File: config.mk
export PLATFORM = sky130hd
export DESIGN_NAME = word_bank_demux16
export DESIGN_NICKNAME = d
export VERILOG_FILES = /design/src/rtl/word_bank_demux16_pkg.sv /design/src/rtl/word_bank_demux16_bank_slot.sv /design/src/rtl/word_bank_demux16.sv
export SDC_FILE = /design/constraint.sdc
export NUM_CORES = 1
export LEC_CHECK = 0
export CAP_MARGIN = 10
export CELL_PAD_IN_SITES_DETAIL_PLACEMENT = 1
export CELL_PAD_IN_SITES_GLOBAL_PLACEMENT = 1
export CORE_AREA = 8 8 258 322
export DETAILED_ROUTE_END_ITERATION = 8
export DIE_AREA = 0 0 266 330
export GPL_ROUTABILITY_DRIVEN = 0
export HOLD_SLACK_MARGIN = 0.12
export PLACE_DENSITY = 0.75
export RECOVER_POWER = 50
export SYNTH_ARGS = -nofsm -noshare
export SYNTH_HDL_FRONTEND = slang
export SYNTH_SLANG_ARGS = --single-unit
File: constraint.sdc
create_clock -name clk -period 2.2 [get_ports clk]
set_clock_uncertainty 0.2 [all_clocks]
set_input_delay 0.33 -clock clk [delete_from_list [all_inputs] [get_ports clk]]
set_output_delay 0.33 -clock clk [all_outputs]
set_load 0.01 [all_outputs]
File: src/rtl/word_bank_demux16_pkg.sv
// Shared constants, FSM state type and bus-packing helper for the 16-slot word bank
// and the matching selector.
package word_bank_demux16_pkg;

    localparam int unsigned WORDS  = 16;
    localparam int unsigned WIDTH  = 32;
    localparam int unsigned CARD_W = 5;

    typedef enum logic {
        IDLE  = 1'b0,
        CLEAR = 1'b1
    } state_t;

    // Card 0 occupies the most significant word of the packed bus.
    function automatic int unsigned card_lsb(input int unsigned c);
        return (WORDS - 1 - c) * WIDTH;
    endfunction

endpackage

File: src/rtl/word_bank_demux16_bank_slot.sv
// One bank entry: data word, flag bit and written-since-clear bit.
// A clear in the same cycle as a write wins.
module bank_slot #(
    parameter int unsigned WIDTH = 32
) (
    input  logic             clk,
    input  logic             rst_n,
    input  logic             i_wr_en,
    input  logic             i_clr_en,
    input  logic [WIDTH-1:0] i_wr_data,
    input  logic             i_wr_flag,
    output logic [WIDTH-1:0] o_data,
    output logic             o_flag,
    output logic             o_valid
);

    always_ff @(posedge clk or negedge rst_n) begin
        if (!rst_n) begin
            o_data  <= '0;
            o_flag  <= 1'b0;
            o_valid <= 1'b0;
        end else if (i_clr_en) begin
            o_data  <= '0;
            o_flag  <= 1'b0;
            o_valid <= 1'b0;
        end else if (i_wr_en) begin
            o_data  <= i_wr_data;
            o_flag  <= i_wr_flag;
            o_valid <= 1'b1;
        end
    end

endmodule

File: src/rtl/word_bank_demux16.sv
// Write side of the 16-way word selector: stores tagged words into a packed bank
// with valid/ready handshake, auto-increment fill and a one-slot-per-cycle clear.
module word_bank_demux16 #(
    parameter int unsigned WORDS  = word_bank_demux16_pkg::WORDS,
    parameter int unsigned WIDTH  = word_bank_demux16_pkg::WIDTH,
    parameter int unsigned CARD_W = word_bank_demux16_pkg::CARD_W
) (
    input  logic                   clk,
    input  logic                   rst_n,
    input  logic                   wr_valid,
    output logic                   wr_ready,
    input  logic [CARD_W-1:0]      wr_card,
    input  logic [WIDTH-1:0]       wr_data,
    input  logic                   wr_flag,
    input  logic                   wr_auto,
    input  logic                   clear_req,
    output logic [WORDS*WIDTH-1:0] out,
    output logic [WORDS-1:0]       flags,
    output logic [WORDS-1:0]       valid_mask,
    output logic                   full,
    output logic                   busy,
    output logic                   err,
    output logic                   clr_done
);

    import word_bank_demux16_pkg::*;

    localparam int unsigned PTR_W = $clog2(WORDS);

    state_t             r_state;
    state_t             w_state_nxt;
    logic [PTR_W-1:0]   r_ptr;
    logic [PTR_W-1:0]   r_clr_cnt;
    logic               r_err;
    logic               r_clr_done;
    logic               w_accept;
    logic               w_tgt_ok;
    logic               w_last_clr;
    logic [CARD_W-1:0]  w_target;
    logic [WORDS-1:0]   w_wr_en;
    logic [WORDS-1:0]   w_clr_en;

    assign wr_ready   = (r_state == IDLE) && !clear_req;
    assign w_accept   = wr_valid && wr_ready;
    assign w_target   = wr_auto ? CARD_W'(r_ptr) : wr_card;
    assign w_tgt_ok   = w_target < CARD_W'(WORDS);
    assign w_last_clr = (r_state == CLEAR) && (r_clr_cnt == PTR_W'(WORDS - 1));

    always_ff @(posedge clk or negedge rst_n) begin
        if (!rst_n) r_state <= IDLE;
        else        r_state <= w_state_nxt;
    end

    always_comb begin
        w_state_nxt = r_state;
        case (r_state)
            IDLE:    if (clear_req)  w_state_nxt = CLEAR;
            CLEAR:   if (w_last_clr) w_state_nxt = IDLE;
            default: w_state_nxt = IDLE;
        endcase
    end

    always_ff @(posedge clk or negedge rst_n) begin
        if (!rst_n) begin
            r_ptr      <= '0;
            r_clr_cnt  <= '0;
            r_err      <= 1'b0;
            r_clr_done <= 1'b0;
        end else begin
            r_err      <= w_accept && !w_tgt_ok;
            r_clr_done <= w_last_clr;
            if (r_state == CLEAR)
                r_clr_cnt <= w_last_clr ? '0 : r_clr_cnt + 1'b1;
            // No accept can occur while clearing, so the pointer reset never races a fill.
            if (w_last_clr)
                r_ptr <= '0;
            else if (w_accept && wr_auto)
                r_ptr <= r_ptr + 1'b1;
        end
    end

    for (genvar g = 0; g < WORDS; g++) begin : g_slot
        assign w_wr_en[g]  = w_accept && w_tgt_ok && (w_target == CARD_W'(g));
        assign w_clr_en[g] = (r_state == CLEAR) && (r_clr_cnt == PTR_W'(g));

        bank_slot #(
            .WIDTH(WIDTH)
        ) u_slot (
            .clk       (clk),
            .rst_n     (rst_n),
            .i_wr_en   (w_wr_en[g]),
            .i_clr_en  (w_clr_en[g]),
            .i_wr_data (wr_data),
            .i_wr_flag (wr_flag),
            .o_data    (out[card_lsb(g) +: WIDTH]),
            .o_flag    (flags[WORDS-1-g]),
            .o_valid   (valid_mask[WORDS-1-g])
        );
    end

    assign full     = &valid_mask;
    assign busy     = (r_state == CLEAR);
    assign err      = r_err;
    assign clr_done = r_clr_done;

endmodule

* Yosys cells after proc, flatten, opt, wreduce, memory -nomap -nowiden
Index checks and enable logic that the tools add are counted.
** Cells by class
- Add/sub/neg operators :: 2
- Multiplexer cells :: 103
- Reductions and logical operators :: 59
- Equality and inequality tests :: 30
- $lt $le $gt $ge :: 1
- Bitwise logic cells :: 1
** Operators with widths (number)
- 32-bit 2-to-1 mux :: 32
- 1-bit 2-to-1 mux :: 66
- 5-bit by 4-bit equality test with 1-bit output (second input constant) :: 8
- 1-bit logical AND :: 37
- 2-bit nonzero test :: 17
- 4-bit equality test (second input constant) :: 8
- 5-bit by 3-bit equality test with 1-bit output (second input constant) :: 4
- 4-bit by 3-bit equality test with 1-bit output (second input constant) :: 4
- 16-bit AND reduction :: 1
- 4-bit 2-to-1 mux :: 3
- 5-bit by 2-bit equality test with 1-bit output (second input constant) :: 2
- 4-bit by 1-bit adder with 4-bit output (second input constant) :: 2
- 4-bit by 2-bit equality test with 1-bit output (second input constant) :: 2
- 5-bit by 1-bit equality test with 1-bit output (second input constant) :: 1
- 5-bit logical NOT :: 1
- 5-bit less-than comparator (second input constant) :: 1
- 5-bit 2-to-1 mux :: 1
- 4-bit by 1-bit equality test with 1-bit output (second input constant) :: 1
- 4-bit logical NOT :: 1
- 1-bit logical NOT :: 2
- 1-bit one-hot mux with 2 select lines :: 1
- 1-bit inverter :: 1
** Storage, ports and cells
- Word-level logic and storage cells :: 249
- Output and inout bits :: 549
- Register bits after elaboration :: 555
- Input port bits :: 43

* Longest topological paths before layout
- Word-level depth :: 7
- Gate-level depth with buffers :: 8
- Depth with buffers taken out :: 5

* Hierarchy
A second synthesis with hierarchy kept.
** Unflattened totals
- Cell total of the unflattened synthesis :: 1882
- Area total of the unflattened synthesis :: 23392.4 µm²
** Modules (own cells, without submodules)
- bank_slot :: cells an instance 110, area each 1402.6 µm², times used 16, sequential area each 850.8 µm²
- word_bank_demux16 :: cells an instance 122, area each 950.9 µm², times used 1, sequential area each 275.3 µm²

* Least setup slack after synthesis
No wires, ideal clock.
- Path type :: register -> register
- Start :: register r_state, in the netlist busy
- End :: register g_slot[11].u_slot.o_data[10]
- Arrival time :: 1735 ps
- Cell stages (with the launch flop) :: 8
- Slack :: 128 ps
- Data required time :: 1863 ps
- Period minus slack after synthesis :: 2072 ps
- Path buffers :: 3
- Cell sequence :: dfrtp_1 > nor2_4 > nand3_1 > buf_2 > or3_1 > buf_4 > buf_6 > mux2i_1
** On the way
- Word-level cells in the longest chain between the ends :: 6
- Elaborated cells between the ends (all ways) :: 8
- Classes of those cells :: mux (1); bitwise (1); reduce/logical (6)
** Ends and longest elaborated chain
- start, declared :: line word_bank_demux16.sv:30 : state_t r_state;
- start signal, assigned :: line word_bank_demux16.sv:51 : else r_state <= w_state_nxt;
- 1-bit inverter :: line word_bank_demux16.sv:43 : assign wr_ready = (r_state == IDLE) && !clear_req;
- 1-bit logical AND :: line word_bank_demux16.sv:43
- named net wr_ready :: line word_bank_demux16.sv:11 : output logic wr_ready,
- 1-bit logical AND :: line word_bank_demux16.sv:44 : assign w_accept = wr_valid && wr_ready;
- 1-bit logical AND (2 in series) :: line word_bank_demux16.sv:83 : assign w_wr_en[g] = w_accept && w_tgt_ok && (w_target == CARD_W'(g));
- 2-bit nonzero test (no source line)
- end signal, assigned :: line word_bank_demux16_bank_slot.sv:27 : o_data <= i_wr_data;
- end, declared :: line word_bank_demux16_bank_slot.sv:12 : output logic [WIDTH-1:0] o_data,
The timed path passes the listed nets, and every way through them passes these cells.
A chain may end at the register's enable or synchronous reset.

* Final worst setup path
- Start :: register g_slot[7].u_slot.o_valid
- End :: output port full
** On the way
- Word-level cells in the longest chain between the ends :: 1
** Ends and longest elaborated chain
- start, declared :: line word_bank_demux16_bank_slot.sv:14 : output logic o_valid
- start signal, assigned :: line word_bank_demux16_bank_slot.sv:21 : o_valid <= 1'b0;
- start signal, assigned :: line word_bank_demux16_bank_slot.sv:25 : o_valid <= 1'b0;
- start signal, assigned :: line word_bank_demux16_bank_slot.sv:29 : o_valid <= 1'b1;
- 16-bit AND reduction :: line word_bank_demux16.sv:101 : assign full = &valid_mask;
- end, declared :: line word_bank_demux16.sv:20 : output logic full,
No other way between the ends.

==> results.md <==
- CP startpoint: g_slot[7].u_slot.o_valid$_DFFE_PN0P_
- CP Capture Type: primary output
- Synthesis-to-finish area growth: 42.7%
- Met2 Usage GRT: 39.9%
- TritonCTS buffer count: 57
- Global Route met1 Usage: 25.0%
- Least-Margin Pin Slew: 0.979 ns
- Final Setup Violations: 0
- Total Power: 0.0446 W
- Primary FF master, synth: dfrtp_1
- Tot GR Track Use: 22.4%
- Setup WS post-layout: 0.00742 ns
- HP Class: in2reg
- Mapped Cells: 1957
- Initial Util: 29.7%
- First-pass iteration count of the detailed router: 5
- Average size of a mapped cell: 11.8 µm²
- Peak supply drop: 0.789 mV
- Fin. max-slew vios: 0
- Vias per cell: 4.90
- Sw frac: 35.6%
- Post-Syn Nets: 2005
- Initial DRC count: 1094
- Yosys Warn Count: 0
- Total gr overflow: 0
- Yosys top cell by area: dfrtp_1
- Detail Placement HPWL: 73300 µm
- Status: complete, no violations
- WL/cell: 27.5 µm
- Initial antenna violation count: 6
- Layout cells sized above 1: 11.5%
- Async set-reset flop share out of synthesis: 100%
- CP required: 1.67 ns
- CTS tree: yes
- Internal reg-to-reg setup slack: 0.07 ns
- Synth Register Bits: 555
- Tmin final: 2.19 ns
- Via count: 18000
- Synth top area cells: dfrtp_1 (60%), mux2i_1 (21%), nand2_1 (7.6%), buf_4 (2.2%), clkbuf_1 (1.6%)
- Top-count cell post-synth: dfrtp_1
- Net switching power: 0.0159 W
- Compound-gate portion of the synthesized area: 2.79%
- FF-to-FF End: g_slot[15].u_slot.o_data[13]$_DFFE_PN0P_
- Main combinational cell family by area after synthesis: multiplexers
- Detail Route Antenna Nets: 0
- Post-synthesis xor/xnor area fraction: 0.0757%
- Setup WS pre-CTS: -0.597 ns
- Pleak: 15.3 nW
- Finished Layout Cells: 3683
- Reg2reg start: r_clr_cnt[0]$_DFFE_PN0P_
- CTS sink cnt: 555
- Rows: 115
- Critical path type: reg2out
- Final worst-path cycle share: 99.7%
- Synthesized-area fraction occupied by adder cells: 0.270%
- Clk root buf: clkbuf_16
- Grt peak-use layer: met2
- Vias in the first global route: 20300
- Post-synth EDFFs: 0
- Inst Count DP: 3567
- Met3 Usage GRT: 5.52%
- RSZ-0062 raised after global routing: true
- Clk_lat worst skew: 0.63 ns
- Synth Cell Area: 23100 µm²
- IO Count: 592
- Nature of the critical path startpoint: flop
- Maxcap violations: 0
- H-tree Lvls: 2
- Die height: 330 µm
- Die W: 266 µm
- Worst path arrival time: 1.66 ns
- Reg power frac: 37.7%
- Slew headroom: 34.7%
- Clock tree buffer depth: 3
- Final hold violations: 0
- Clk slew on worst S/H paths: 0.07 ns
- Pint: 0.0287 W
- Post-DP Area: 31100 µm²
- Die area: 87800 µm²
- Yosys top cell area share: 60.0%
- CORE AREA: 78000 µm²
- DRT Wirelength: 101000 µm
- Final instance area: 33000 µm²
- Library cells used by synthesis: 42
- Most frequent cells after synthesis: dfrtp_1 (555), mux2i_1 (495), nand2_1 (470), clkbuf_1 (99), buf_4 (68)
- Number of buffers added on ports: 591
- Post-Synth Simple-Gate Area: 9.98%
- Post-layout nets: 2627
- Multiplexer share of the synthesized area: 21.4%
- DRC viols: 0
- Register area share after synthesis: 60.0%
- Final core occ: 42.3%
- Comb pwr share: 39.2%
- Crit Path Max Fanout: 3
- Power density cells: 1350 nW/µm²
- CP endpoint: full
- Clock power frac: 23.1%
- Largest net degree at the start of global routing: 79
- Worst Reg-to-Reg Cells: 5
- Wire length of the first global-routing pass: 146000 µm
- Total of fill cells in the finished design: 8388
- Peak Freq: 456 MHz
-- power by group through the flow --
stage	clock network (W)	registers (W)	logic, W
floorplan	0	0.0179	0.00468
global placement	0	0.0167	0.0171
detailed placement	0	0.0169	0.0177
CTS	0.0105	0.0169	0.0177
global route	0.0109	0.0172	0.0187
finish	0.0103	0.0168	0.0175
-- layer usage --
layer / vias up / share of wire, %
met3: 228 / 6.1
met2: 599 / 51
met4: 4 / 4.9
li1: 7720 / -
met1: 9481 / 38
met5: - / 0.027
-- cells in the final DEF, fill, tap and decap left out, drive strengths merged, types with 2 or more instances in the layout --
master / instances
a21boi: 5
a21o: 2
a21oi: 2
a32oi: 3
buf: 146
bufinv: 6
clkbuf: 104
clkdlybuf4s50: 555
clkinv: 14
clkinvlp: 7
dfrtp: 555
diode: 3
dlygate4sd2: 24
dlymetal6s2s: 2
ha: 5
inv: 49
mux2i: 495
nand2: 470
nand2b: 34
nand3: 16
nand4: 9
nor2: 11
nor2b: 3
nor3: 8
o211ai: 33
o21a: 7
o21ai: 39
or3: 6
xnor2: 2
-- kinds of logic after synthesis --
family / after synthesis
AOI/OAI and AO/OA: 98
buffers and inverters: 239
adders and majority gates: 5
muxes: 495
xor gates and xnor gates: 2
DFF: 555
and+or+nand+nor: 563
-- per-stage QoR --
step / hold slack, ns / setup TNS, ns
after CTS: 0.123 / -0.0719
final: 0.318 / 0
after global routing: 0.308 / -0.306
after global placement: 0.0357 / -185.99
after detailed placement: 0.0385 / -218.37
after floorplan: -0.166 / 0
-- what timing repair did --
action,CTS,global route
pin swaps,4,3
endpoints found under the hold margin,555,0
resized for setup,45,28
hold buffers,2,0
buffers inserted,0,4
setup endpoints to repair,100,55
-- worst min-delay path by stage --
stage / startpoint / endpoint / slack [ns] / cells past startpoint
after global placement: rst_n / g_slot[10].u_slot.o_data[6]$_DFFE_PN0P_ / 0.04 / 1
after floorplan: rst_n / busy$_DFF_PN0_ / -0.17 / 0
final: wr_data[21] / g_slot[12].u_slot.o_data[21]$_DFFE_PN0P_ / 0.32 / 4
after detailed placement: rst_n / g_slot[10].u_slot.o_data[5]$_DFFE_PN0P_ / 0.04 / 1
after global routing: wr_valid / err$_DFF_PN0_ / 0.31 / 4
after CTS: rst_n / g_slot[4].u_slot.o_data[0]$_DFFE_PN0P_ / 0.12 / 3
-- area by class of cell --
type | count | area (µm²) | area share (%)
sequential | 555 | 13900 | 42.1
multi-input combinational | 1163 | 8230 | 24.9
timing repair buffer | 756 | 7420 | 22.5
clock buffer | 77 | 1630 | 4.95
tap | 1053 | 1320 | 3.99
clock inverter | 30 | 337 | 1.02
inverter | 46 | 173 | 0.523
antenna | 3 | 7.51 | 0.0227
-- state kept, by name, summed over array words and instances, names as in the netlist --
register / flops
err: 1
g_slot.u_slot.o_flag: 16
clr_done: 1
g_slot.u_slot.o_valid: 16
busy: 1
g_slot.u_slot.o_data: 512
r_ptr: 4
r_clr_cnt: 4
-- worst max-delay path, stage by stage, from the launching register on --
cell	delay [ns]
dfrtp_1	0.38
nand4_1	0.17
nor4_2	0.29
buf_2	0.20
No activity file was read; power rests on OpenSTA's default activity.
